File: src/rtl/input_conditioner_pkg.sv
// Shared constants for the CPU digital-input path: DINP width, the number of
// hardware-settable FLAG bits and the default debounce length.
package input_conditioner_pkg;

  localparam int DINP_WIDTH              = 8;
  localparam int FLAG_HW_BITS            = 7;
  localparam int DEFAULT_DEBOUNCE_CYCLES = 16;

  // FLAG bits at or above FLAG_HW_BITS belong to software and are never pulsed.
  localparam logic [DINP_WIDTH-1:0] FLAG_HW_MASK =
    DINP_WIDTH'((1 << FLAG_HW_BITS) - 1);

  typedef logic [DINP_WIDTH-1:0] dinp_t;

endpackage

File: src/rtl/input_conditioner_debounce_bit.sv
// One input bit: 2-FF synchroniser followed by a debounce counter that only
// accepts a new level after DEBOUNCE_CYCLES consecutive differing samples.
module debounce_bit
  import input_conditioner_pkg::*;
#(
  parameter int DEBOUNCE_CYCLES = DEFAULT_DEBOUNCE_CYCLES
) (
  input  logic clk,
  input  logic reset,
  input  logic enable,
  input  logic raw,
  output logic level
);

  localparam int             CW   = $clog2(DEBOUNCE_CYCLES + 1);
  localparam logic [CW-1:0]  LAST = CW'(DEBOUNCE_CYCLES - 1);

  logic          sync_meta;
  logic          sync;
  logic [CW-1:0] count;
  logic          stable;

  always_ff @(posedge clk or posedge reset) begin
    if (reset) begin
      sync_meta <= 1'b0;
      sync      <= 1'b0;
    end else begin
      sync_meta <= raw;
      sync      <= sync_meta;
    end
  end

  // Any sample matching the accepted level restarts qualification from zero,
  // so a reversal mid-count never leaks through.
  always_ff @(posedge clk or posedge reset) begin
    if (reset) begin
      count  <= '0;
      stable <= 1'b0;
    end else if (enable) begin
      if (sync == stable) begin
        count <= '0;
      end else if (count == LAST) begin
        stable <= sync;
        count  <= '0;
      end else begin
        count <= count + CW'(1);
      end
    end
  end

  assign level = stable;

endmodule

File: src/rtl/input_conditioner.sv
// Synchronises, debounces and edge-detects the external 8-bit input, feeding
// DINP write data and one-cycle FLAG set-pulses to the register file.
module input_conditioner
  import input_conditioner_pkg::*;
#(
  parameter int                    DEBOUNCE_CYCLES = DEFAULT_DEBOUNCE_CYCLES,
  parameter logic [DINP_WIDTH-1:0] RISE_MASK       = 8'h7F,
  parameter logic [DINP_WIDTH-1:0] FALL_MASK       = 8'h00
) (
  input  logic                  clk,
  input  logic                  reset,
  input  logic [DINP_WIDTH-1:0] din_raw,
  input  logic                  enable,
  output logic [DINP_WIDTH-1:0] reg_din,
  output logic [DINP_WIDTH-1:0] flag_inputs,
  output logic                  change
);

  dinp_t stable;
  dinp_t stable_d;
  dinp_t rise;
  dinp_t fall;
  dinp_t flag_next;

  for (genvar i = 0; i < DINP_WIDTH; i++) begin : g_bit
    debounce_bit #(
      .DEBOUNCE_CYCLES(DEBOUNCE_CYCLES)
    ) u_debounce (
      .clk   (clk),
      .reset (reset),
      .enable(enable),
      .raw   (din_raw[i]),
      .level (stable[i])
    );
  end

  // stable_d follows stable even while disabled, so re-enabling cannot
  // replay an edge that happened before the freeze.
  always_ff @(posedge clk or posedge reset) begin
    if (reset) begin
      stable_d <= '0;
    end else begin
      stable_d <= stable;
    end
  end

  always_comb begin
    rise      = stable & ~stable_d;
    fall      = ~stable & stable_d;
    flag_next = ((rise & RISE_MASK) | (fall & FALL_MASK)) & FLAG_HW_MASK;
    if (!enable) begin
      flag_next = '0;
    end
  end

  always_ff @(posedge clk or posedge reset) begin
    if (reset) begin
      flag_inputs <= '0;
    end else begin
      flag_inputs <= flag_next;
    end
  end

  assign reg_din = stable;
  assign change  = |flag_inputs;

endmodule
File: config.mk
export PLATFORM = sky130hd
export DESIGN_NAME = input_conditioner
export DESIGN_NICKNAME = d
export VERILOG_FILES = /design/src/rtl/input_conditioner_pkg.sv /design/src/rtl/input_conditioner_debounce_bit.sv /design/src/rtl/input_conditioner.sv
export SDC_FILE = /design/constraint.sdc
export NUM_CORES = 1
export LEC_CHECK = 0
export CORE_ASPECT_RATIO = 0.8
export CORE_MARGIN = 1.5
export CORE_UTILIZATION = 56
export CTS_CLUSTER_DIAMETER = 200
export DETAILED_ROUTE_END_ITERATION = 10
export PLACE_DENSITY = 0.77
export REMOVE_ABC_BUFFERS = 1
export SYNTH_ARGS = -nofsm -noshare
export SYNTH_HDL_FRONTEND = slang
export SYNTH_SLANG_ARGS = --single-unit
File: constraint.sdc
create_clock -name clk -period 6.1 [get_ports clk]
set_clock_uncertainty 0.1 [all_clocks]
set_input_delay 0.915 -clock clk [delete_from_list [all_inputs] [get_ports clk]]
set_output_delay 0.915 -clock clk [all_outputs]
set_load 0.02 [all_outputs]
* Word-level counts from Yosys, hierarchy flattened *
Cells that the tools add are included.

storage, ports and cells
  register bits after elaboration = 78
  latch bits = 0
  RAM bits = 0
  bits in read-only memories = 0
  input bits = 11
  output and inout bits = 17
  word-level logic and storage cells = 94
  memories = 0

cells by class
  $add $sub $neg = 8
  multipliers = 0
  div/mod/pow operators = 0
  $lt $le $gt $ge = 0
  equal/unequal tests = 16
  shifts and indexed selects = 0
  multiplexer cells = 17
  bitwise logic cells = 10
  reduce and logical (&&, ||, !) cells = 9

operators with widths
  kind                                           count
  two-way mux 5 bit                              16
  adder 5 x 1 -> 5 bit, second input constant    8
  == test 5 x 4 -> 1 bit, second input constant  8
  AND reduction 3 bit                            8
  == test 1 bit                                  8
  inverter 1 bit                                 8
  OR reduction 8 bit                             1
  AND 7 bit                                      1
  two-way mux 7 bit                              1
  inverter 7 bit                                 1

* Logic depth before layout (Yosys ltp) *
Gate-level depths: netlist (run 1).

  word-level depth = 3
  depth in mapped cells = 5
  gate-level depth less buffers = 4

* Hierarchy *
Synthesis (run 1) repeated with hierarchy kept, for this count alone.

unflattened totals
  cell total of the unflattened synthesis = 269
  area, all modules = 3462.1 µm²

modules (own cells, without submodules)
  module             times used  cells each  area an instance (µm²)  sequential area each (µm²)
  debounce_bit       8           30          377.9                   200.2
  input_conditioner  1           29          439.2                   350.3

* Worst setup path before layout (run 1) *
Ideal clock, no wire load.

  path type = reg2out
  start = register flag_inputs[2]
  end = output port change
  arrival = 888 ps
  data required time = 5085 ps
  path slack = 4197 ps
  stages on the path, launching flop included = 3
  buffers on the path = 0
  path through = dfrtp_1 -> nor4_1 -> nand2_1

between the ends
  longest elaborated chain between the ends = 1

RTL lines
  what                    RTL line                 RTL
  start, declared         input_conditioner.sv:15  output logic [DINP_WIDTH-1:0] flag_inputs,
  start signal, assigned  input_conditioner.sv:60  flag_inputs <= flag_next;
  OR reduction 8 bit      input_conditioner.sv:65  assign change = |flag_inputs;
  end, declared           input_conditioner.sv:16  output logic change

Every way passes these cells.

* Final worst setup path (run 1) *
  start = input port enable
  end = register g_bit[5].u_debounce.stable

between the ends
  longest elaborated chain between the ends = 1

RTL lines
  what                           RTL line                              RTL
  start, declared                input_conditioner.sv:13               input logic enable,
  AND reduction 3 bit (no line)  --
  end signal, assigned           input_conditioner_debounce_bit.sv:43  stable <= sync;
  end, declared                  input_conditioner_debounce_bit.sv:21  logic stable;

Every way passes these cells.
A chain may end at the register's enable or synchronous reset.

==> results.rst, run 1 <==
.. list-table::
   :header-rows: 1

   * - Metric
     - Value
   * - Result of the run
     - completed
   * - Predominant post-synthesis flop cell
     - sky130_fd_sc_hd__dfrtp_1
   * - Max-cap check violation count
     - 0
   * - Reg-to-reg slack, setup
     - 4.58 ns
   * - Final min period
     - 2.73 ns
   * - Power density relative to cell area
     - 301 mW/mm2
   * - Main combinational cell family by area after synthesis
     - simple AND/OR/NAND/NOR gates
   * - CTS-repair resized insts
     - 0
   * - Leading cell type in the layout, fill and taps excluded
     - sky130_fd_sc_hd__dfrtp_1
   * - Final net count
     - 321
   * - Worst slew pin tran
     - slightly above 0.9 ns
   * - Number of buffers inserted by port buffering
     - 26
   * - Total clock sinks
     - 78
   * - Number of register bits inferred by synthesis
     - roughly 80
   * - Highest-count cells in the layout ignoring fill and taps
     - 78 x sky130_fd_sc_hd__dfrtp_1, 33 x sky130_fd_sc_hd__nand2_1, 26 x sky130_fd_sc_hd__clkdlybuf4s50_1, 10 x sky130_fd_sc_hd__o2bb2ai_1, 10 x sky130_fd_sc_hd__clkbuf_8
   * - Number of endpoints with negative hold slack in the final report
     - 0
   * - Clock buffers created by TritonCTS
     - 9
   * - Final setup violation count
     - 0
   * - Via density per instance
     - 5.45
   * - Number of inserted diodes
     - 0
   * - TritonRoute pass-1 iters
     - 4
   * - Required time of the critical path
     - around 6.2 ns
   * - Area fraction in and, or, nand and nor cells after synthesis
     - 14.4%
   * - Routed WL per cell
     - 14.0 um
   * - Part of the Yosys area used for sequential elements
     - 58.4%
   * - Synth-to-Final Area Change
     - 14.3%
   * - Hold path depth
     - 0
   * - Full die area
     - between 0.006 and 0.007 mm2
   * - Height of the die
     - 72.1 um
   * - Final Slew Violations
     - 0
   * - Standby leakage power
     - 1.79 nW
   * - RSZ-0062 raised after global routing
     - false
   * - Summed instance area of the synthesized netlist
     - 0.00334 mm2
   * - Count of antenna-violating nets left after detailed routing
     - 0
   * - Total negative slack for setup checks
     - 0 ns
   * - End point of the most critical hold path
     - g_bit[2].u_debounce.sync$_DFF_PP0_
   * - H-tree depth reported by CTS
     - 3
   * - Synthesized-area fraction occupied by adder cells
     - under 10%
   * - Relative slew margins
     - a little under two fifths
   * - Share of the clock period used by the worst path
     - 44.8%
   * - Arrival @ worst endpoint
     - 2.86 ns
   * - Source-to-sink clock delay at the later pin of the worst-skew pair
     - 0.34 ns
   * - R2r worst-path depth
     - 4
   * - Sort of element at the start of the critical path
     - input pin
   * - Number of DRC markers in iteration 0
     - 105
   * - DR WL met2
     - 2590 um
   * - Crit Reg-Reg Endpoint
     - g_bit[7].u_debounce.level$_DFFE_PP0P_
   * - Antenna violations before repair
     - 0
   * - Number of remaining DRC errors
     - 0
   * - Kind of end point of the critical path
     - register
   * - Post-Route WL
     - 5390 um
   * - Final core utilization
     - about two thirds
   * - Synth Area per Inst
     - 11.9 um2
   * - Post-synthesis cell count
     - 280
   * - Worst Path Class, Setup
     - input pin to register
   * - Clock-pin slew on the worst setup and hold paths
     - ~0.070 ns
   * - Post-Synth XOR/XNOR Area
     - around 3.2%
   * - Starting Density
     - 59.5%
   * - Die span in x
     - 89.4 um
   * - Timing-limited maximum frequency
     - between 300 and 400 MHz
   * - Number of ports placed on the die boundary
     - 28
   * - Pin count of the biggest net entering global routing
     - a little under 80
   * - CP Max Fanout
     - 43
   * - Compound-gate portion of the synthesized area
     - approximately an eighth
   * - Critical hold path startpoint
     - g_bit[2].u_debounce.sync_meta$_DFF_PP0_
   * - Global Route Usage Sum
     - between 15 and 20%
   * - Dpl hpwl
     - ~3500 um
   * - Layout fillers
     - 416
   * - Reg2Reg Launch Point
     - g_bit[7].u_debounce.count[0]$_DFFE_PP0P_
   * - Post-synth ARST share
     - 100%
   * - Maximum vdd drop
     - 0.000177 V
   * - Final weighted congestion of routability-driven global placement
     - 0.752
   * - Clock Tree Buf Depth
     - 2
   * - WL met3
     - around 220 um
   * - Via Count
     - approximately 2100
   * - Floorplan row count
     - 24
   * - Number of buffers added to fix hold violations after cts
     - 0
   * - Class of the worst hold path
     - register to register
   * - Post CTS Setup Buffer Count
     - 0
   * - Number of synthesized flops with an enable pin
     - 0
   * - Post-synth cell types
     - 42
   * - Number of synthesis warnings
     - 0
   * - Fraction of layout instances using a drive strength above 1
     - 13.4%
   * - Buffer cell driving the clock tree root
     - sky130_fd_sc_hd__clkbuf_8
   * - Core region area
     - approximately 0.0056 mm2
   * - Mux contribution to synthesized area
     - 4.57%
   * - Number of global-route vias before repair
     - 2092
   * - Routed length on met1
     - 2540 um
   * - Wire length of the first global-routing pass
     - 9420 um
   * - Total gr overflow
     - 0
   * - Top layer in use
     - met4
   * - TritonCTS clock tree
     - done
==> sequential cells by signal, summed over array words and instances, names as in the netlist <==
name	flops
flag_inputs	7
g_bit.u_debounce.count	40
g_bit.u_debounce.level	8
g_bit.u_debounce.sync	8
g_bit.u_debounce.sync_meta	8
stable_d	7
==> cell families (layout without fill, tap and decap cells) <==
kind of cell               after synthesis  in the layout
and+or+nand+nor                         93             93
buffers and inverters                   27             54
other                                    1              1
muxes                                   14             14
AOI/OAI and AO/OA                       51             51
xor gates and xnor gates                 8              8
DFF                                     78             78
adders and majority gates                8              8
==> cells in the mapped netlist, types with 4 or more instances <==
cell / count / share of area [%]
sky130_fd_sc_hd__and3_1: 6 / 1.1
sky130_fd_sc_hd__buf_2: 4 / 0.60
sky130_fd_sc_hd__mux2i_1: 4 / 1.2
sky130_fd_sc_hd__o21ai_0: 8 / 1.2
sky130_fd_sc_hd__inv_1: 9 / 1.0
sky130_fd_sc_hd__nor3_1: 9 / 1.3
sky130_fd_sc_hd__nor2_1: 7 / 0.79
sky130_fd_sc_hd__nand3_1: 9 / 1.3
sky130_fd_sc_hd__o2bb2ai_1: 10 / 2.6
sky130_fd_sc_hd__o21ai_1: 4 / 0.60
sky130_fd_sc_hd__mux2_2: 9 / 3.0
sky130_fd_sc_hd__a21oi_1: 7 / 1.0
sky130_fd_sc_hd__nor4_1: 4 / 0.75
sky130_fd_sc_hd__o311ai_2: 4 / 1.9
sky130_fd_sc_hd__nand4_1: 5 / 0.94
sky130_fd_sc_hd__ha_1: 8 / 3.0
sky130_fd_sc_hd__nand2_1: 33 / 3.7
sky130_fd_sc_hd__dfrtp_1: 78 / 58
sky130_fd_sc_hd__buf_4: 11 / 2.5
sky130_fd_sc_hd__nor2b_1: 5 / 0.94
sky130_fd_sc_hd__nand2b_1: 8 / 1.5
==> area by class of cell <==
cell class / count / area, um2 / area share (%)
well taps: 78 / 97.6 / 2.55
clock inverters: 6 / 85.1 / 2.23
repair buffers: 28 / 275 / 7.20
multi-input cells: 175 / 1240 / 32.4
inverters: 10 / 37.5 / 0.982
flip-flops and latches: 78 / 1950 / 51.1
clock buffers: 10 / 138 / 3.60
==> through the flow <==
step                cell area (um2)  cells  hold WS (ns)  setup WS (ns)  total power [mW]
floorplan                      3230    263         0.231           3.09             0.695
detailed placement             3600    369         0.236           3.02             0.738
global placement               3600    369         0.234           3.06             0.732
finish                         3820    385         0.249           3.37              1.15
CTS                            3820    385         0.251           3.36              1.16
global route                   3820    385         0.262           3.24              1.20
==> power breakdown <==
| part | switching, mW | internal, mW |
|---|---|---|
| registers | 0.0405 | 0.561 |
| clock network | 0.180 | 0.240 |
| logic | 0.0654 | 0.0615 |
==> how the worst max path moves through the flow <==
stage                                                  to  depth (start not counted)  slack, ns                      from
CTS                                                change                          3       3.36  flag_inputs[1]$_DFF_PP0_
finish              g_bit[5].u_debounce.level$_DFFE_PP0P_                          5       3.37                    enable
global placement    g_bit[3].u_debounce.level$_DFFE_PP0P_                          5       3.06                    enable
detailed placement  g_bit[3].u_debounce.level$_DFFE_PP0P_                          5       3.02                    enable
floorplan                        flag_inputs[0]$_DFF_PP0_                          1       3.09                     reset
global route        g_bit[3].u_debounce.level$_DFFE_PP0P_                          5       3.24                    enable
==> metal layers <==
metal	vias to the layer above	GRT usage [%]
li1	1020	-
met1	1039	24.3
met2	36	31.5
met3	4	6.71
met4	0	6.32
met5	-	0
==> worst max-delay path, stage by stage <==
cell                              delay, ns
sky130_fd_sc_hd__clkdlybuf4s50_1       0.45
sky130_fd_sc_hd__buf_4                 0.38
sky130_fd_sc_hd__inv_2                 0.41
sky130_fd_sc_hd__nor3_1                0.30
sky130_fd_sc_hd__mux2_2                0.36
Note: power is estimated with default switching activity, not from simulation.
==> run 2, diff against run 1 <==
==> constraint.sdc (replaced) <==
create_clock -name clk -period 2.75 [get_ports clk]
set_clock_uncertainty 0.1 [all_clocks]
set_input_delay 0.4125 -clock clk [delete_from_list [all_inputs] [get_ports clk]]
set_output_delay 0.4125 -clock clk [all_outputs]
set_load 0.02 [all_outputs]
==> results.rst, run 2 (synthesized netlist as in run 1, its figures left out) <==
.. list-table::
   :header-rows: 1

   * - Metric
     - Value
   * - Layer with the highest usage
     - met2
   * - Buffer cell driving the clock tree root
     - sky130_fd_sc_hd__clkbuf_8
   * - Starting Density
     - 59.5%
   * - Number of inserted diodes
     - 0
   * - Number of buffers inserted by port buffering
     - 26
   * - Wire length of the first global-routing pass
     - 10000 um
   * - CTS-repair resized insts
     - 0
   * - Number of buffers added to fix hold violations after cts
     - 0
   * - H-tree depth reported by CTS
     - 3
   * - Post-Route WL
     - between 5000 and 6000 um
   * - Die span in x
     - 89.4 um
   * - Area used by sequential logic in the layout
     - approximately 0.002 mm2
   * - TritonCTS clock tree
     - done
   * - Height of the die
     - 72.1 um
   * - Pin count of the biggest net entering global routing
     - 79
   * - R2r worst-path depth
     - 4
   * - Class of the worst hold path
     - register to register
   * - Count of antenna-violating nets left after detailed routing
     - 0
   * - Number of endpoints with negative hold slack in the final report
     - 0
   * - Timing-limited maximum frequency
     - 450 MHz
   * - Max-cap check violation count
     - 0
   * - Reg-to-reg slack, setup
     - 1.22 ns
   * - Leading cell type in the layout, fill and taps excluded
     - sky130_fd_sc_hd__dfrtp_1
   * - Synth-to-Final Area Change
     - 14.0%
   * - Worst slew pin tran
     - 0.704 ns
   * - Worst Path Class, Setup
     - register to output port
   * - Total clock sinks
     - 78
   * - Clock buffers created by TritonCTS
     - 9
   * - Setup slack of the critical path after layout
     - roughly 0.53 ns
   * - Arrival @ worst endpoint
     - 1.71 ns
   * - Floorplan row count
     - 24
   * - Area of combinational cells with multiple inputs
     - 0.00124 mm2
   * - Register name with the most flops
     - g_bit.u_debounce.count
   * - Beginning of the critical path
     - flag_inputs[1]$_DFF_PP0_
   * - Number of ports placed on the die boundary
     - 28
   * - Post CTS Setup Buffer Count
     - 0
   * - Number of global-route vias before repair
     - 2236
   * - Standby leakage power
     - 1.79 nW
   * - Maximum vdd drop
     - 0.000427 V
   * - Global Route Usage Sum
     - 20.6%
   * - Power density relative to cell area
     - 648 mW/mm2
   * - Met3 Resource Use GR
     - 7.74%
   * - Final net count
     - ~320
   * - Via Count
     - approximately 2100
   * - Met2 capacity usage during global routing
     - 33.7%
   * - Total negative slack for setup checks
     - 0 ns
   * - Met1 routing resource usage after global routing
     - 26.3%
   * - Kind of end point of the critical path
     - output port
   * - Crit Reg-Reg Endpoint
     - g_bit[1].u_debounce.level$_DFFE_PP0P_
   * - CP Max Fanout
     - 2
   * - Highest-count cells in the layout ignoring fill and taps
     - 78 x sky130_fd_sc_hd__dfrtp_1, 33 x sky130_fd_sc_hd__nand2_1, 26 x sky130_fd_sc_hd__clkdlybuf4s50_1, 10 x sky130_fd_sc_hd__o2bb2ai_1, 10 x sky130_fd_sc_hd__clkbuf_8
   * - Full die area
     - about 0.0064 mm2
   * - TritonRoute pass-1 iters
     - 4
   * - Via density per instance
     - between 5 and 6
   * - Core region area
     - 0.00562 mm2
   * - Layout fillers
     - 423
   * - Routed WL per cell
     - around 15 um
   * - RSZ-0062 raised after global routing
     - false
   * - Antenna violations before repair
     - 0
   * - Sort of element at the start of the critical path
     - register
   * - Result of the run
     - completed
   * - Fraction of layout instances using a drive strength above 1
     - between 10% and 20%
   * - Clock Tree Buf Depth
     - 2
   * - Relative slew margins
     - 53.0%
   * - Number of remaining DRC errors
     - 0
   * - Number of flip-flops in the largest register
     - 40
   * - Clock-pin slew on the worst setup and hold paths
     - around 0.08 ns
   * - Final weighted congestion of routability-driven global placement
     - 0.742
   * - Dpl hpwl
     - around 3600 um
   * - Total gr overflow
     - 0
   * - Share of the clock period used by the worst path
     - 80.8%
   * - Final setup violation count
     - 0
   * - Number of DRC markers in iteration 0
     - 170
   * - Post-place setup slack
     - 0.652 ns
   * - End point of the critical path
     - change
   * - Required time of the critical path
     - 2.24 ns
   * - Final Slew Violations
     - 0
   * - Reg2Reg Launch Point
     - g_bit[1].u_debounce.count[0]$_DFFE_PP0P_
   * - Final min period
     - approximately 2.2 ns
   * - Source-to-sink clock delay at the later pin of the worst-skew pair
     - 0.35 ns
==> run 2: worst min path at each step <==
stage | startpoint | slack, ns | to | depth (start not counted)
floorplan | g_bit[0].u_debounce.sync_meta$_DFF_PP0_ | 0.23 | g_bit[0].u_debounce.sync$_DFF_PP0_ | 0
CTS | g_bit[1].u_debounce.sync_meta$_DFF_PP0_ | 0.26 | g_bit[1].u_debounce.sync$_DFF_PP0_ | 0
global route | g_bit[0].u_debounce.sync_meta$_DFF_PP0_ | 0.26 | g_bit[0].u_debounce.sync$_DFF_PP0_ | 0
finish | g_bit[1].u_debounce.sync_meta$_DFF_PP0_ | 0.25 | g_bit[1].u_debounce.sync$_DFF_PP0_ | 0
global placement | g_bit[2].u_debounce.sync_meta$_DFF_PP0_ | 0.23 | g_bit[2].u_debounce.sync$_DFF_PP0_ | 0
detailed placement | g_bit[1].u_debounce.sync_meta$_DFF_PP0_ | 0.24 | g_bit[1].u_debounce.sync$_DFF_PP0_ | 0
==> run 2: power breakdown <==
part	total, mW	switching (mW)	internal (mW)	leakage [nW]
clock	0.846	0.400	0.446	0.104
sequential	1.34	0.0927	1.25	1.03
combinational	0.286	0.147	0.138	0.652
==> run 2: cell type report <==
type / instances / area share, %
clock buffers: 11 / 3.71
clock inverters: 5 / 1.51
inverters: 10 / 0.985
multi-input cells: 175 / 32.4
flip-flops and latches: 78 / 51.2
well taps: 78 / 2.56
repair buffers: 28 / 7.55
==> run 2: layer usage <==
metal	share of wire (%)	wire length [um]
met1	47	2660
met2	47	2660
met3	4.1	230
met4	1.2	70
met5	0	0
==> run 2: critical path, stage by stage, from the launching register on <==
cell	delay [ns]
sky130_fd_sc_hd__dfrtp_1	0.38
sky130_fd_sc_hd__nor3_1	0.35
sky130_fd_sc_hd__nand2_1	0.10
sky130_fd_sc_hd__clkdlybuf4s50_1	0.55
==> run 2: metrics by stage <==
stage | std cells | hold WS, ns | area [um2] | utilization, % | total power, mW
2_1_floorplan | 263 | 0.231 | 3230 | - | 1.54
3_3_place_gp | 369 | 0.234 | 3610 | 64.3 | 1.63
3_5_place_dp | 369 | 0.237 | 3610 | 64.3 | 1.64
4_1_cts | 385 | 0.257 | 3810 | 67.8 | 2.50
5_1_grt | 385 | 0.261 | 3810 | 67.8 | 2.60
6_report | 385 | 0.253 | 3810 | 67.8 | 2.47
==> run 3, diff against run 2 <==
--- a/config.mk
+++ b/config.mk
@@ -7,10 +7,10 @@
 export LEC_CHECK = 0
 export CORE_ASPECT_RATIO = 0.8
 export CORE_MARGIN = 1.5
-export CORE_UTILIZATION = 56
+export CORE_UTILIZATION = 52
 export CTS_CLUSTER_DIAMETER = 200
 export DETAILED_ROUTE_END_ITERATION = 10
-export PLACE_DENSITY = 0.77
+export PLACE_DENSITY = 0.76
 export REMOVE_ABC_BUFFERS = 1
 export SYNTH_ARGS = -nofsm -noshare
 export SYNTH_HDL_FRONTEND = slang
==> constraint.sdc (replaced) <==
create_clock -name clk -period 2 [get_ports clk]
set_clock_uncertainty 0.1 [all_clocks]
set_input_delay 0.3 -clock clk [delete_from_list [all_inputs] [get_ports clk]]
set_output_delay 0.3 -clock clk [all_outputs]
set_load 0.02 [all_outputs]
==> results.rst, run 3 (synthesized netlist as in run 1, its figures left out) <==
.. list-table::
   :header-rows: 1

   * - Metric
     - Value
   * - Clock buffers created by TritonCTS
     - 9
   * - Total negative slack for setup checks
     - 0 ns
   * - CTS-repair resized insts
     - 1
   * - Final Slew Violations
     - 0
   * - Class of the worst hold path
     - input pin to async pin
   * - Count of antenna-violating nets left after detailed routing
     - 0
   * - Wire length of the first global-routing pass
     - 9680 um
   * - Total gr overflow
     - 0
   * - Kind of end point of the critical path
     - output port
   * - Starting Density
     - 55.1%
   * - Clock-pin slew on the worst setup and hold paths
     - about 0.08 ns
   * - Area used by sequential logic in the layout
     - 0.00195 mm2
   * - H-tree depth reported by CTS
     - 3
   * - Via Count
     - 2106
   * - TritonRoute pass-1 iters
     - 4
   * - Number of global-route vias before repair
     - 2126
   * - Post CTS Setup Buffer Count
     - 0
   * - Source-to-sink clock delay at the later pin of the worst-skew pair
     - 0.35 ns
   * - Count of buffer and inverter cells on the critical path
     - 1
   * - Required time of the critical path
     - 1.60 ns
   * - Power density relative to cell area
     - 881 mW/mm2
   * - Worst Path Class, Setup
     - register to output port
   * - Routed WL per cell
     - 14.0 um
   * - Fraction of layout instances using a drive strength above 1
     - 13.6%
   * - RSZ-0062 raised after global routing
     - false
   * - Number of buffers inserted by port buffering
     - 26
   * - Number of inserted diodes
     - 0
   * - Height of the die
     - 74.7 um
   * - Number of endpoints with negative hold slack in the final report
     - 0
   * - Max-cap check violation count
     - 0
   * - Share of the clock period used by the worst path
     - 93.1%
   * - Total clock sinks
     - 78
   * - Synth-to-Final Area Change
     - 14.2%
   * - Via density per instance
     - 5.40
   * - Final min period
     - 1.86 ns
   * - Buffer cell driving the clock tree root
     - sky130_fd_sc_hd__clkbuf_8
   * - Result of the run
     - completed
   * - Arrival @ worst endpoint
     - between 1 and 1.5 ns
   * - Number of buffers added to fix hold violations after cts
     - 0
   * - Full die area
     - 0.00692 mm2
   * - Number of flip-flops in the largest register
     - 40
   * - CP Max Fanout
     - 5
   * - Pin count of the biggest net entering global routing
     - 79
   * - Number of remaining DRC errors
     - 0
   * - Ordered list of cells on the worst path
     - clkdlybuf4s50_1
   * - Critical-path cell with the highest stage delay
     - sky130_fd_sc_hd__clkdlybuf4s50_1
   * - Dpl hpwl
     - around 3500 um
   * - Cell area after layout
     - 0.00382 mm2
   * - Global Route Usage Sum
     - 18.5%
   * - Antenna violations before repair
     - 0
   * - Final weighted congestion of routability-driven global placement
     - 0.727
   * - Final setup violation count
     - 0
   * - Sort of element at the start of the critical path
     - register
   * - Number of ports placed on the die boundary
     - 28
   * - Maximum vdd drop
     - around 0.00038 V
   * - Core region area
     - about 0.006 mm2
   * - Timing-limited maximum frequency
     - ~540 MHz
   * - TritonCTS clock tree
     - done
   * - Clock Tree Buf Depth
     - 2
   * - Standby leakage power
     - between 1.5 and 2 nW
   * - Register name with the most flops
     - g_bit.u_debounce.count
   * - Post-Route WL
     - 5460 um
   * - Area of combinational cells with multiple inputs
     - 0.00124 mm2
   * - Final net count
     - ~320
   * - Highest-count cells in the layout ignoring fill and taps
     - 78 x sky130_fd_sc_hd__dfrtp_1, 33 x sky130_fd_sc_hd__nand2_1, 25 x sky130_fd_sc_hd__clkdlybuf4s50_1, 10 x sky130_fd_sc_hd__o2bb2ai_1
   * - Layout fillers
     - around 500
   * - Number of DRC markers in iteration 0
     - 83
   * - Floorplan row count
     - 25
   * - Delay of the slowest cell on the worst path
     - 0.65 ns
   * - Leading cell type in the layout, fill and taps excluded
     - sky130_fd_sc_hd__dfrtp_1
   * - Die span in x
     - 92.6 um
   * - Top Family by Delay on Critical Path
     - buffers and inverters
   * - Instance area after placement
     - ~0.0036 mm2
-- run 3: cell count changes in the layout (fill, tap and decap cells not counted), sizes merged --
cell,change
clkinvlp,+3
buf,+2
clkbuf,-1
clkdlybuf4s50,-1
clkinv,-1
dlygate4sd2,+1
inv,-1
-- run 3: final cells by class --
class | instances | share of cell area [%]
tap | 81 | 2.65
sequential | 78 | 51.1
inverter | 10 | 0.983
multi-input combinational | 175 | 32.4
timing repair buffer | 30 | 7.90
clock inverter | 6 | 1.64
clock buffer | 10 | 3.34
-- run 3: tightest hold or removal path, stage by stage --
cell and delay, ns:
sky130_fd_sc_hd__clkdlybuf4s50_1 0.41, sky130_fd_sc_hd__inv_2 0.07, sky130_fd_sc_hd__buf_12 0.34
-- run 3: power by group --
part	internal [mW]	total, mW	switching, mW
clock network	0.572	1.14	0.567
logic	0.192	0.390	0.198
registers	1.71	1.84	0.124
-- run 3: metrics by stage --
| stage | std cells | power [mW] | hold slack [ns] | worst slack, ns | utilization, % |
|---|---|---|---|---|---|
| 6_report | 390 | 3.36 | 0.249 | 0.138 | 62.9 |
| 4_1_cts | 390 | 3.41 | 0.253 | 0.105 | 62.9 |
| 5_1_grt | 390 | 3.55 | 0.258 | 0.0535 | 62.9 |
| 3_5_place_dp | 374 | 2.26 | 0.236 | 0.107 | 59.8 |
| 2_1_floorplan | 263 | 2.12 | 0.231 | -0.395 | - |
| 3_3_place_gp | 374 | 2.24 | 0.233 | 0.135 | 59.8 |
-- run 3: metal layers --
metal / wire length (um) / global-route usage (%) / up-vias
met5: 0 / 0 / -
met4: 55 / 5.39 / 0
met3: 245 / 7.88 / 6
met2: 2440 / 28.8 / 29
met1: 2720 / 24.0 / 1042
li1: - / - / 1029
-- run 3: final timing paths --
| path | cells past startpoint | slack [ns] | to | from |
|---|---|---|---|---|
| min in group clk | 0 | 0.25 | g_bit[3].u_debounce.sync$_DFF_PP0_ | g_bit[3].u_debounce.sync_meta$_DFF_PP0_ |
| worst max register to register | 4 | 0.50 | g_bit[7].u_debounce.level$_DFFE_PP0P_ | g_bit[7].u_debounce.count[0]$_DFFE_PP0P_ |
| worst min register to register | 0 | 0.25 | g_bit[3].u_debounce.sync$_DFF_PP0_ | g_bit[3].u_debounce.sync_meta$_DFF_PP0_ |
| worst max-delay path | 1 | 0.14 | reg_din[0] | g_bit[0].u_debounce.level$_DFFE_PP0P_ |
| max in group asynchronous | 3 | 1.25 | g_bit[2].u_debounce.count[2]$_DFFE_PP0P_ | reset |
| worst min-delay path | 3 | 0.25 | g_bit[7].u_debounce.sync$_DFF_PP0_ | reset |
